$ cat config.mk
export PLATFORM = sky130hd
export DESIGN_NAME = rr_arbiter3
export DESIGN_NICKNAME = d
export VERILOG_FILES = /design/src/rtl/rr_arbiter3.sv
export SDC_FILE = /design/constraint.sdc
export NUM_CORES = 1
export LEC_CHECK = 0
export ABC_AREA = 0
export CAP_MARGIN = 20
export CORE_MARGIN = 8
export CORE_UTILIZATION = 50
export CTS_BUF_LIST = sky130_fd_sc_hd__clkbuf_8
export DETAILED_ROUTE_END_ITERATION = 10
export GPL_TIMING_DRIVEN = 0
export PLACE_DENSITY = 0.75
export SLEW_MARGIN = 25
export SYNTH_ARGS = -nofsm -noshare
export SYNTH_HDL_FRONTEND = slang
export SYNTH_SLANG_ARGS = --single-unit
export TNS_END_PERCENT = 50
$ cat constraint.sdc
create_clock -name clk -period 3.1 [get_ports clk]
set_input_delay 0.62 -clock clk [delete_from_list [all_inputs] [get_ports clk]]
set_output_delay 0.62 -clock clk [all_outputs]
set_load 0.005 [all_outputs]
$ cat src/rtl/rr_arbiter3.sv
// rr_arbiter3: round-robin arbiter for one shared 3-input datapath resource.
// A registered one-hot grant and its 2-bit mux select are issued. A hold-time
// limit stops one owner from starving the others.
//
// Ports:
//   clk       rising-edge clock
//   rst       asynchronous active-high reset
//   req[2:0]  per-requester request, held high while the resource is wanted
//   grant     registered one-hot grant, 3'b000 when idle
//   sel       mux select 0/1/2 for the owner, 2'b11 when idle
//   busy      high while any grant is active
//   preempt   one-cycle pulse when a grant is revoked by timeout
//   hold_cnt  cycles the current owner has held the grant, 0 when idle
module rr_arbiter3 #(
    parameter int unsigned MAX_HOLD = 16,
    parameter int unsigned CNT_W    = 5
) (
    input  logic             clk,
    input  logic             rst,
    input  logic [2:0]       req,
    output logic [2:0]       grant,
    output logic [1:0]       sel,
    output logic             busy,
    output logic             preempt,
    output logic [CNT_W-1:0] hold_cnt
);

    // A hold count at this value with a waiting requester triggers handoff.
    localparam int unsigned HOLD_LIM = (MAX_HOLD == 0) ? 0 : MAX_HOLD - 1;

    typedef enum logic {
        S_IDLE,
        S_OWN
    } state_t;

    state_t           state_q, state_d;
    logic [1:0]       last_q, last_d;      // current owner, or last owner when idle
    logic [2:0]       grant_q, grant_d;
    logic [1:0]       sel_q, sel_d;
    logic             busy_q, busy_d;
    logic             preempt_q, preempt_d;
    logic [CNT_W-1:0] hold_q, hold_d;

    // Round-robin pick: search from last+1 with wraparound. Returns {valid, index}.
    function automatic logic [2:0] rr_pick(input logic [2:0] r, input logic [1:0] last);
        logic [2:0] pick;
        logic [2:0] s;
        pick = 3'b000;
        for (int unsigned k = 1; k <= 3; k++) begin
            s = 3'({1'b0, last} + 3'(k));
            if (s >= 3'd3) s = s - 3'd3;
            if (!pick[2] && r[s[1:0]]) pick = {1'b1, s[1:0]};
        end
        return pick;
    endfunction

    logic [2:0] pick_all;
    logic [2:0] pick_oth;
    logic       own_req;
    logic       timeout;
    logic       do_grant;
    logic [1:0] grant_idx;

    // Next-state and registered-output computation.
    always_comb begin
        state_d   = state_q;
        last_d    = last_q;
        grant_d   = grant_q;
        sel_d     = sel_q;
        busy_d    = busy_q;
        preempt_d = 1'b0;
        hold_d    = hold_q;
        do_grant  = 1'b0;
        grant_idx = 2'd0;

        pick_all = rr_pick(req, last_q);
        // Excluding the owner keeps a preempted owner from winning its own handoff.
        pick_oth = rr_pick(req & ~(3'b001 << last_q), last_q);
        own_req  = req[last_q];
        timeout  = (MAX_HOLD != 0) && (hold_q >= CNT_W'(HOLD_LIM));

        case (state_q)
            S_IDLE: begin
                if (pick_all[2]) begin
                    do_grant  = 1'b1;
                    grant_idx = pick_all[1:0];
                end
            end
            S_OWN: begin
                if (!own_req) begin
                    // Release wins over a simultaneous timeout: no preempt.
                    if (pick_all[2]) begin
                        do_grant  = 1'b1;
                        grant_idx = pick_all[1:0];
                    end else begin
                        state_d = S_IDLE;
                        grant_d = 3'b000;
                        sel_d   = 2'b11;
                        busy_d  = 1'b0;
                        hold_d  = '0;
                    end
                end else if (timeout && pick_oth[2]) begin
                    do_grant  = 1'b1;
                    grant_idx = pick_oth[1:0];
                    preempt_d = 1'b1;
                end else if (hold_q < CNT_W'(MAX_HOLD)) begin
                    hold_d = hold_q + CNT_W'(1);
                end
            end
            default: begin
                state_d = S_IDLE;
            end
        endcase

        if (do_grant) begin
            state_d = S_OWN;
            last_d  = grant_idx;
            grant_d = 3'b001 << grant_idx;
            sel_d   = grant_idx;
            busy_d  = 1'b1;
            hold_d  = '0;
        end
    end

    // State and output registers; last owner resets to 2 so requester 0 goes first.
    always_ff @(posedge clk or posedge rst) begin
        if (rst) begin
            state_q   <= S_IDLE;
            last_q    <= 2'd2;
            grant_q   <= 3'b000;
            sel_q     <= 2'b11;
            busy_q    <= 1'b0;
            preempt_q <= 1'b0;
            hold_q    <= '0;
        end else begin
            state_q   <= state_d;
            last_q    <= last_d;
            grant_q   <= grant_d;
            sel_q     <= sel_d;
            busy_q    <= busy_d;
            preempt_q <= preempt_d;
            hold_q    <= hold_d;
        end
    end

    assign grant    = grant_q;
    assign sel      = sel_q;
    assign busy     = busy_q;
    assign preempt  = preempt_q;
    assign hold_cnt = hold_q;

endmodule

==> flow_metrics.py, run 1 <==
metrics = {
    "critical_path": {
        "worstPathArrival_ns": 2.91,
        "cp_max_fo": 10,
        "r2r_slack_ns": 0.33,
        "r2r_start": "last_q[0]$_DFFE_PP0P_",
        "end_kind": "flip-flop",
        "crit_required_ns": 3.23,
        "r2r_end": "grant[0]$_DFFE_PP0P_",
        "worstSetupPathType": "reg -> reg",
        "startpoint_type": "flip-flop",
        "r2r_cells": 9,
    },
    "clock_tree": {
        "root_buffer": "clkbuf_8",
        "clk_latency_ns": 0.25,
        "cts_tree": "built",
        "clk_pin_slew_ns": 0.06,
        "h-tree-depth": 1,
        "cts_resized": 0,
        "cts.sinks": 15,
        "max-clock-path-buffers": 2,
        "cts_made_buffers": 3,
        "cts_setup_buffers": 0,
        "holdBufCountCts": 0,
    },
    "finish": {
        "drive_above_1_share": 0.1608,
        "layout.nets": 157,
        "n_antenna_cell": 0,
        "layout_common_cells": "clkdlybuf4s50_1, inv_1, dfrtp_1",
        "syn2layout_area_growth_pct": 20.15,
        "final_area_sq_um": 1373,
        "final_common_cell": "clkdlybuf4s50_1",
        "fin_util": 0.6265,
    },
    "floorplan": {
        "dieArea_sq_um": 4070,
        "die_w_microns": 63.80,
        "core_area_sq_um": 2191,
        "initial_core_util": 0.5214,
        "ioPinCount": 17,
        "die_h_microns": 63.80,
        "rows": 17,
    },
    "synth": {
        "synth_edf_count": 0,
        "ys_ff_latch": 15,
        "synth_top_area_frac": 0.2629,
        "synth_seq_area_share": 0.3319,
        "synth_ff_type": "dfrtp_1",
        "yosysUniqueCellTypes": 50,
        "yosys_warnings": 0,
        "syn_inst": 124,
        "synth.avg_cell_area_sq_um": 9.212,
        "ys_top_cells_by_area": "dfrtp_1, ha_1, dfstp_2",
        "syn_area_sq_um": 1142,
        "yosys.area.top_type": "dfrtp_1",
        "syn_nets": 137,
        "async_reset_ff_frac": 1.000,
    },
    "timing": {
        "finalSetupViolCount": 0,
        "rsz0062_at_grt": "false",
        "slew_headroom": 0.6172,
        "finClkSkew_ns": 0.001009,
        "tns_ns": 0,
        "max_freq_mhz": 360.8,
        "period_needed_ns": 2.772,
        "period_share": 0.8941,
        "maxSlewViolCount": 0,
        "tightest_slew_ns": 0.5735,
        "hold_viol": 0,
    },
    "detailed_routing": {
        "drt_wl_total_microns": 2740,
        "vias_per_cell": 6.006,
        "drt_iter0_drc": 47,
        "firstDrtPassIters": 4,
        "wl_per_cell_microns": 16.02,
        "route.detailed.drc": 0,
        "ant_nets": 0,
        "vias": 1027,
    },
    "outcome": {
        "outcome": "completed",
    },
    "min_path": {
        "min_path_cells": 1,
        "min_path_type": "reg -> reg",
        "hp-start": "busy$_DFFE_PP0P_",
        "whs_endpoint": "busy$_DFFE_PP0P_",
    },
    "global_route": {
        "antenna_found_initial": 0,
        "grt_pass1_vias": 1048,
        "grt.total_usage": 0.1353,
        "grt_pass1_wl_microns": 4671,
        "gr-total-overflow": 0,
        "grt_max_degree": 16,
    },
    "power_and_ir_drop": {
        "power_leakage_nw": 0.6063,
        "p_per_area_nw_per_um2": 982.8,
        "ir_drop_mv": 0.5439,
    },
    "flow_run": {
        "max_cap_viol_count": 0,
    },
    "placed_design": {
        "place.gp.congestion": 0.8912,
        "io_buffer_count": 15,
        "place_hpwl_microns": 2010,
        "dpl_cell_area_sq_um": 1328,
    },
}
stage by stage:
| step | hold slack (ns) | total power [mW] | setup WS (ns) | cells |
|---|---|---|---|---|
| global route | 0.5056 | 1.461 | 0.1383 | 171 |
| CTS | 0.4787 | 1.351 | 0.3222 | 171 |
| finish | 0.4767 | 1.349 | 0.3283 | 171 |
| detailed placement | 0.4664 | 1.191 | 0.2186 | 167 |
| global placement | 0.4668 | 1.167 | 0.2602 | 167 |
| floorplan | 0.4734 | 0.9383 | 0.6490 | 124 |
logic make-up after synthesis:
group | count (synthesis) | synth area share
AO/OA/AOI/OAI | 48 | 0.3045
AND/OR/NAND/NOR | 34 | 0.1807
buffers and inverters | 16 | 0.06790
flip-flops | 15 | 0.3319
adder cells (fa/ha/maj) | 8 | 0.08763
multiplexers | 3 | 0.02738
worst max path at each step:
| stage | start | to | depth (start not counted) |
|---|---|---|---|
| floorplan | last_q[0]$_DFFE_PP0P_ | grant[0]$_DFFE_PP0P_ | 10 |
| global placement | req[1] | grant[0]$_DFFE_PP0P_ | 7 |
| detailed placement | req[1] | grant[0]$_DFFE_PP0P_ | 7 |
| CTS | last_q[0]$_DFFE_PP0P_ | grant[0]$_DFFE_PP0P_ | 9 |
| global route | last_q[0]$_DFFE_PP0P_ | hold_cnt[0]$_DFFE_PP0P_ | 10 |
| finish | last_q[0]$_DFFE_PP0P_ | grant[0]$_DFFE_PP0P_ | 9 |
Yosys cell counts, types with 2 or more instances:
library cell and number:
nor4_1 3, dfstp_2 3, a21bo_2 2, ha_1 8
nor4bb_1 2, a21o_1 4, nor2_1 6, nand3_1 2
buf_6 2, mux2i_1 2, a21oi_1 11, o21ai_1 2
o21ai_0 10, inv_1 11, buf_2 2, nand2_1 8
and3_1 2, dfrtp_1 12
routing by layer:
layer  up-vias  wire length, microns  part of all wire  GRT usage
met1       497                  1219              0.44     0.1598
li1        497                     -                 -          -
met2        26                  1315              0.48     0.2271
met3         7                   155             0.057    0.03484
met5         -                     0                 0          0
met4         0                    49             0.018    0.05571
report_power, final:
part | internal [mW] | switching [mW] | leakage (nW)
Combinational | 0.407 | 0.453 | 0.396
Clock | 0.0877 | 0.0687 | 0.0269
Sequential | 0.279 | 0.0534 | 0.183
Total | 0.774 | 0.575 | 0.606
sequential cells by signal, indices dropped and copies added (netlist names):
register	cells
sel	2
hold_cnt	5
preempt	1
busy	1
state_q	1
grant	3
last_q	2
critical path: stages, from the launching register on:
cell	delay [ns]
dfrtp_1	0.37
buf_2	0.21
inv_1	0.15
ha_1	0.39
nor4bb_1	0.17
a31o_1	0.26
a2111oi_2	0.35
a211oi_1	0.10
o32a_1	0.37
a32o_1	0.29
final cells by class:
| cell class | instances | area, sq um |
|---|---|---|
| Fill cell | 190 | 818.3 |
| Inverter | 11 | 41.29 |
| Buffer | 5 | 36.28 |
| Timing Repair Buffer | 15 | 150.1 |
| Sequential cell | 15 | 379.1 |
| Clock buffer | 3 | 41.29 |
| Clock inverter | 1 | 3.754 |
| Tap cell | 28 | 35.03 |
| Multi-Input combinational cell | 93 | 685.7 |
(Power assumes the default switching activity.)
==> inputs of run 2 (changes only) <==
--- a/config.mk
+++ b/config.mk
@@ -7,12 +7,14 @@
 export LEC_CHECK = 0
 export ABC_AREA = 0
 export CAP_MARGIN = 20
+export CELL_PAD_IN_SITES_DETAIL_PLACEMENT = 0
+export CELL_PAD_IN_SITES_GLOBAL_PLACEMENT = 1
 export CORE_MARGIN = 8
-export CORE_UTILIZATION = 50
+export CORE_UTILIZATION = 42
 export CTS_BUF_LIST = sky130_fd_sc_hd__clkbuf_8
 export DETAILED_ROUTE_END_ITERATION = 10
 export GPL_TIMING_DRIVEN = 0
-export PLACE_DENSITY = 0.75
+export PLACE_DENSITY_LB_ADDON = 0.1
 export SLEW_MARGIN = 25
 export SYNTH_ARGS = -nofsm -noshare
 export SYNTH_HDL_FRONTEND = slang
==> flow_metrics.py, run 2 (same netlist as run 1, synthesis figures left out) <==
metrics = {
    "outcome": {
        "outcome": "completed",
    },
    "finish": {
        "largest_reg_flops": 5,
        "n_antenna_cell": 0,
        "drive_above_1_share": 0.1678,
        "layout.nets": 157,
        "nFillCells": 254,
        "fin_util": 0.5174,
        "layout_common_cells": "clkdlybuf4s50_1, dfrtp_1, inv_1, a21oi_1, o21ai_0",
        "syn2layout_area_growth_pct": 20.59,
        "final_area_sq_um": 1378,
        "final_common_cell": "clkdlybuf4s50_1",
    },
    "detailed_routing": {
        "drt_iter0_drc": 73,
        "vias": 1018,
        "vias_per_cell": 5.851,
        "drt_wl_total_microns": 2741,
        "wl_per_cell_microns": 15.75,
        "route.detailed.drc": 0,
        "firstDrtPassIters": 4,
        "ant_nets": 0,
    },
    "power_and_ir_drop": {
        "ir_drop_mv": 0.6315,
        "p_clk_frac": 0.119,
        "p_int_mw": 0.7753,
        "switching_share": 0.4269,
        "power.switching_mw": 0.5776,
        "total_power_mw": 1.353,
        "power_frac_seq": 0.244,
        "p_comb_frac": 0.637,
        "p_per_area_nw_per_um2": 982.1,
        "power_leakage_nw": 0.6049,
    },
    "critical_path": {
        "worstSetupPathType": "reg -> reg",
        "critPathSlowestCell": "ha_1",
        "end_kind": "flip-flop",
        "cp_max_fo": 10,
        "worstPathCellList": "buf_2 > inv_1 > ha_1 > buf_6 > nor4bb_1 > a311o_1 > o41ai_2 > nand2_2 > and2_4 > a32o_1",
        "cp_top_family": "compound AO/OA/AOI/OAI gates",
        "worstPathArrival_ns": 2.94,
        "crit_path_max_incr_delay_ns": 0.40,
        "startpoint_type": "flip-flop",
        "crit_required_ns": 3.24,
        "critPathBufInv": 3,
    },
    "timing": {
        "period_share": 0.9006,
        "hold_viol": 0,
        "tns_ns": 0,
        "finalSetupViolCount": 0,
        "finClkSkew_ns": 0.003494,
        "period_needed_ns": 2.792,
        "fin_ws_ns": 0.3082,
        "max_freq_mhz": 358.2,
        "maxSlewViolCount": 0,
        "slew_headroom": 0.6229,
        "tightest_slew_ns": 0.5650,
        "rsz0062_at_grt": "false",
    },
    "floorplan": {
        "die_w_microns": 68.15,
        "ioPinCount": 17,
        "die_h_microns": 68.15,
        "rows": 19,
        "dieArea_sq_um": 4644,
        "initial_core_util": 0.4290,
        "core_area_sq_um": 2663,
    },
    "global_route": {
        "grt_max_degree": 16,
        "gr-total-overflow": 0,
        "antenna_found_initial": 0,
        "grt_pass1_wl_microns": 4692,
        "grt.total_usage": 0.1306,
        "grt_pass1_vias": 1026,
    },
    "flow_run": {
        "max_cap_viol_count": 0,
    },
    "placed_design": {
        "place.gp.congestion": 0.8318,
        "io_buffer_count": 15,
        "place_ws_ns": 0.2106,
        "dpl_cell_area_sq_um": 1331,
        "place_hpwl_microns": 2067,
    },
    "clock_tree": {
        "cts_setup_buffers": 0,
        "cts.sinks": 15,
        "holdBufCountCts": 0,
        "h-tree-depth": 1,
        "clk_latency_ns": 0.25,
        "cts_tree": "built",
        "root_buffer": "clkbuf_8",
        "cts_made_buffers": 3,
        "cts_resized": 0,
        "clk_pin_slew_ns": 0.06,
        "max-clock-path-buffers": 2,
    },
    "min_path": {
        "min_path_type": "reg -> reg",
    },
}
## run 2: changes by cell type in the layout (fill, tap and decap cells not counted), sizes merged
| cell | delta |
|---|---|
| clkinv | +1 |
| inv | -1 |
## run 2: worst reg2reg max path, stage by stage, from the launching register on
cell	delay, ns
dfrtp_1	0.38
buf_2	0.22
inv_1	0.15
ha_1	0.40
buf_6	0.17
nor4bb_1	0.12
a311o_1	0.31
o41ai_2	0.31
nand2_2	0.20
and2_4	0.21
a32o_1	0.21
## run 2: worst paths after layout
kind | startpoint | endpoint | slack (ns) | cells after the start
setup / recovery | last_q[0]$_DFFE_PP0P_ | grant[0]$_DFFE_PP0P_ | 0.31 | 10
min in group asynchronous | rst | hold_cnt[2]$_DFFE_PP0P_ | 0.71 | 2
hold reg to reg | busy$_DFFE_PP0P_ | busy$_DFFE_PP0P_ | 0.48 | 1
setup reg to reg | last_q[0]$_DFFE_PP0P_ | grant[0]$_DFFE_PP0P_ | 0.31 | 10
max in group asynchronous | rst | hold_cnt[3]$_DFFE_PP0P_ | 2.01 | 2
hold / removal | busy$_DFFE_PP0P_ | busy$_DFFE_PP0P_ | 0.48 | 1
## run 2: routing by layer
| metal | share of wire | GRT usage |
|---|---|---|
| met5 | 0 | 0 |
| met4 | 0.021 | 0.07673 |
| met3 | 0.051 | 0.02455 |
| met2 | 0.49 | 0.2169 |
| met1 | 0.44 | 0.1533 |
## run 2: per-stage QoR
step,hold WS (ns),std cells
2_1_floorplan,0.4734,124
3_3_place_gp,0.4619,170
4_1_cts,0.4838,174
6_report,0.4778,174
5_1_grt,0.4961,174
3_5_place_dp,0.4691,170
## run 2: power groups by stage
stage | registers [mW] | clock network (mW) | logic (mW)
3_3_place_gp | 0.329 | 0 | 0.849
2_1_floorplan | 0.330 | 0 | 0.609
6_report | 0.330 | 0.160 | 0.862
3_5_place_dp | 0.333 | 0 | 0.857
4_1_cts | 0.331 | 0.170 | 0.860
5_1_grt | 0.342 | 0.178 | 0.947
## run 2: area by class of cell
type | count | area, sq um | area share
Clock inverter | 1 | 5.005 | 0.003633
Inverter | 11 | 41.29 | 0.02997
Tap cell | 31 | 38.79 | 0.02816
Sequential cell | 15 | 379.1 | 0.2752
Clock buffer | 3 | 41.29 | 0.02997
Multi-Input combinational cell | 93 | 685.7 | 0.4977
Buffer | 5 | 36.28 | 0.02634
Timing Repair Buffer | 15 | 150.1 | 0.1090
==> RTL change 1, RTL diff (config.mk and constraints of run 1) <==
Set the parameter `CNT_W` to 10 (it was 5).
--- a/src/rtl/rr_arbiter3.sv
+++ b/src/rtl/rr_arbiter3.sv
@@ -15,3 +15,3 @@
     parameter int unsigned MAX_HOLD = 16,
-    parameter int unsigned CNT_W    = 5
+    parameter int unsigned CNT_W    = 10
 ) (
Interface: changed (resized hold_cnt); port bits go from 17 to 22. The function was not compared with the original's and may differ.
==> RTL change 1 against run 1 <==
Synthesized cell count up 9.7%; design area up 20%; worst setup slack worse by 0.074 ns; highest routed layer unchanged; utilization down 0.71 points; clock skew up 0.0087 ns; largest power group unchanged; power up 33%; area after synthesis up 18%; wire length up 17%; clock power up 67%; sequential cell count up 5.
==> RTL change 1: results (changes against run 1) <==
Vias in the first global route -> 1,194 (was 1,048)
Area growth, synth to finish -> 22.3% (was 20.2%)
FILL cells -> 235 (was 190)
Slew margin rel. -> 50.3% (was 61.7%)
Placed Instance Area -> 0.00158 mm² (was 0.00133 mm²)
Number of multi-input logic gates -> 101 (was 93)
Lkg Pwr -> 0.702 nW (was 0.606 nW)
Clock Skew -> 0.00971 ns (was 0.00101 ns)
Flip-flop and latch count -> 20 (was 15)
Avg Cell Area, Syn -> 9.92 µm² (was 9.21 µm²)
# port buffers -> 19 (was 15)
Critical path's largest stage delay -> 0.48 ns (was 0.39 ns)
Met1 wire length -> 1470 µm (was 1220 µm)
Status -> complete, no violations (unchanged)
Nonclk inv count -> 9 (was 11)
Total power -> 1.79 mW (was 1.35 mW)
Share of power burned in registers -> 23.6% (was 24.7%)
Sequential cell area share -> 30.6% (was 27.6%)
GRT Util Overall -> 14.8% (was 13.5%)
Pre-CTS setup slack -> 0.296 ns (was 0.219 ns)
Compound-gate portion of the synthesized area -> 21.4% (was 30.4%)
Post-layout nets -> 172 (was 157)
Met1 usage -> 19.3% (was 16.0%)
Grt met3 use -> 4.58% (was 3.48%)
Reg2Reg Depth -> 10 (was 9)
R2R setup slack -> 0.25 ns (was 0.33 ns)
Share of cells above drive strength 1 -> 16.4% (was 16.1%)
Pwr Density -> 1090 mW/mm² (was 983 mW/mm²)
Gp weighted congestion -> 0.905 (was 0.891)
Vias/cell -> 6.05 (was 6.01)
Largest register FFs -> 10 (was 5)
Buffers, non-clock -> 25 (was 20)
Multi-input logic area -> 766 µm² (was 686 µm²)
Crit path max-delay cell type -> o32ai_1 (was ha_1)
==> RTL change 1: cell types whose count changed in the layout (fill, tap and decap cells not counted), sizes merged, moves of 3 or more <==
cell and delta:
o21ai -7, nor3 +4, nand2 +4, a21oi -7, a21o -3, nand2b +3, inv -3, dfrtp +5
and2 +4, clkdlybuf4s50 +4
==> RTL change 1: how the worst max path moves through the flow <==
| stage | depth (start not counted) | slack (ns) | end |
|---|---|---|---|
| 2_1_floorplan | 10 | 0.65 | grant[0]$_DFFE_PP0P_ |
| 3_3_place_gp | 10 | 0.33 | grant[0]$_DFFE_PP0P_ |
| 3_5_place_dp | 10 | 0.30 | grant[0]$_DFFE_PP0P_ |
| 4_1_cts | 10 | 0.24 | grant[0]$_DFFE_PP0P_ |
| 5_1_grt | 10 | 0.01 | grant[0]$_DFFE_PP0P_ |
| 6_report | 10 | 0.25 | grant[0]$_DFFE_PP0P_ |
==> RTL change 2, RTL diff (flow settings as in run 1) <==
Made on the original files. Reset style: synchronous (`rst`), changed in one clocked block. Comments in the files are not updated.
--- a/src/rtl/rr_arbiter3.sv
+++ b/src/rtl/rr_arbiter3.sv
@@ -125,3 +125,3 @@
     // State and output registers; last owner resets to 2 so requester 0 goes first.
-    always_ff @(posedge clk or posedge rst) begin
+    always_ff @(posedge clk) begin
         if (rst) begin
Function: differs if rst is asserted again (counterexample within 4 cycles, from zero or initial values and one cycle with rst high); with rst held inactive, the same outputs for 10 cycles.
==> RTL change 2 against run 1 <==
Sequential cell count stayed put; wire length is 2.4% lower; area after synthesis is 2.7% lower; global-route usage is 0.17 points higher; combinational power is 13% higher; critical path type unchanged; worst setup slack worse by 0.079 ns; non-clock buffer count is 3 higher; power is 6.0% higher; sequential power is 9.6% lower; design area is 1.7% higher; clock skew is 0.0026 ns higher; first-iteration DRC count is 8.5% lower.
==> RTL change 2: results (changes against run 1) <==
Vias/cell -> 5.81 (was 6.01)
Met2 Use GR -> 24.3% (was 22.7%)
Synth async-reset ratio -> 0% (was 100%)
Worst EP arrival -> 2.96 ns (was 2.91 ns)
CTS Buf Count -> 3 (unchanged)
Synth cell types -> 43 (was 50)
Reg2Reg Depth -> 10 (was 9)
Peak supply drop -> 0.612 mV (was 0.544 mV)
Hold Path Depth -> 2 (was 1)
Largest net degree at the start of global routing -> 11 (was 16)
Reg-to-Reg End -> grant[0]$_SDFFE_PP0P_ (was grant[0]$_DFFE_PP0P_)
Lkg Pwr -> 0.562 nW (was 0.606 nW)
Grt met3 use -> 4.06% (was 3.48%)
Post-layout nets -> 176 (was 157)
Net Sw Frac -> 44.7% (was 42.6%)
Vias in the first global route -> 1,117 (was 1,048)
Clock Skew -> 0.00361 ns (was 0.00101 ns)
Met1 usage -> 14.3% (was 16.0%)
DP HPWL -> 2000 µm (was 2010 µm)
HP Start -> grant[2]$_SDFFE_PP0P_ (was busy$_DFFE_PP0P_)
Seq/Total Area, Yosys -> 27.0% (was 33.2%)
Post-Synth Adder-Cell Area -> 9.01% (was 8.76%)
Commonest cells post-synth -> dfxtp_1 (15), nor2_1 (15), inv_1 (10), ha_1 (8) (was dfrtp_1 (12), a21oi_1 (11), inv_1 (11), o21ai_0 (10))
Initial drt markers -> 43 (was 47)
Main area contributors after synthesis -> dfxtp_1 (27%), ha_1 (9.0%), mux2i_1 (6.3%), nor2_1 (5.1%), o22ai_1 (3.9%) (was dfrtp_1 (26%), ha_1 (8.8%), dfstp_2 (6.9%), a21oi_1 (4.8%), o21ai_0 (4.4%))
Cells after synthesis -> 139 (was 124)
GRT Util Overall -> 13.7% (was 13.5%)
Proportion of synthesized area in mux cells -> 6.31% (was 2.74%)
Worst Setup Path Type -> reg -> reg (unchanged)
Syn_nets -> 152 (was 137)
# port buffers -> 16 (was 15)
Status -> complete, no violations (unchanged)
Gp weighted congestion -> 0.829 (was 0.891)
Min Hold Slack -> 0.462 ns (was 0.477 ns)
Compound-gate portion of the synthesized area -> 28.7% (was 30.4%)
Share of cells above drive strength 1 -> 8.64% (was 16.1%)
Hold EP -> grant[2]$_SDFFE_PP0P_ (was busy$_DFFE_PP0P_)
DR WL/cell -> 14.1 µm (was 16.0 µm)
R2r startpoint -> last_q[0]$_SDFFE_PP0P_ (was last_q[0]$_DFFE_PP0P_)
R2R setup slack -> 0.25 ns (was 0.33 ns)
Slew @ Worst Pin -> 0.489 ns (was 0.574 ns)
First-pass GRT wire length -> 4660 µm (was 4670 µm)
Ys flop type -> dfxtp_1 (was dfrtp_1)
[RTL change 2: cell count changes in the layout (fill, tap and decap cells not counted), moves of 5 or more]
cell            run 1  this run
dfxtp_1             0        15
dfrtp_1            12         0
nor2_1              6        15
nor3_1              0         6
o21ai_0            10         4
o22ai_1             1         7
and2_1              0         5
mux2i_1             2         7
[RTL change 2: cell type report]
class / instances / area (µm²)
Buffer: 4 / 21.3
Multi-Input combinational cell: 109 / 771
Fill cell: 188 / 752
Clock buffer: 3 / 41.3
Inverter: 11 / 41.3
Sequential cell: 15 / 300
Timing Repair Buffer: 19 / 183
Clock inverter: 1 / 3.75
Tap cell: 28 / 35.0
[RTL change 2: how the worst max path moves through the flow]
| stage | from | to |
|---|---|---|
| after CTS | last_q[0]$_SDFFE_PP0P_ | hold_cnt[3]$_SDFFE_PP0P_ |
| after global routing | last_q[0]$_SDFFE_PP0P_ | hold_cnt[2]$_SDFFE_PP0P_ |
| after detailed placement | last_q[0]$_SDFFE_PP0P_ | hold_cnt[3]$_SDFFE_PP0P_ |
| after global placement | last_q[0]$_SDFFE_PP0P_ | hold_cnt[3]$_SDFFE_PP0P_ |
| final | last_q[0]$_SDFFE_PP0P_ | grant[0]$_SDFFE_PP0P_ |
| after floorplan | last_q[0]$_SDFFE_PP0P_ | hold_cnt[3]$_SDFFE_PP0P_ |
[RTL change 2: critical path: stages (launching register included)]
cell      delay (ns)
dfxtp_1         0.52
inv_1           0.24
ha_1            0.46
buf_4           0.22
mux2i_1         0.20
a222oi_1        0.09
buf_4           0.17
buf_4           0.14
or2_1           0.24
o32ai_1         0.26
o22ai_1         0.16
[RTL change 2: metal layers]
metal	routed length, µm	up-vias
met5	0	-
met4	43	0
met3	142	5
met2	1300	18
met1	1190	519
li1	-	562
[RTL change 2: through the flow]
stage                     total power [mW]  setup slack, ns  std cells  instance area (µm²)
final                                 1.43            0.250        190                 1400
after global routing                  1.55           0.0142        190                 1400
after CTS                             1.38            0.152        189                 1370
after detailed placement              1.17          -0.0813        183                 1310
after global placement                1.15          -0.0240        183                 1310
after floorplan                      0.946            0.438        139                 1110
[RTL change 2: timing repair]
action                     in CTS  in global routing
pin swaps                       1                  0
resized for setup               1                  2
buffers inserted                2                  1
setup endpoints to repair       1                  9
gates cloned                    0                  0
[RTL change 2: power groups by stage]
stage	combinational, mW	sequential [mW]	clock [mW]
after floorplan	0.649	0.297	0
after global placement	0.847	0.301	0
after detailed placement	0.868	0.304	0
after CTS	0.924	0.301	0.158
after global routing	1.07	0.310	0.165
final	0.975	0.301	0.154
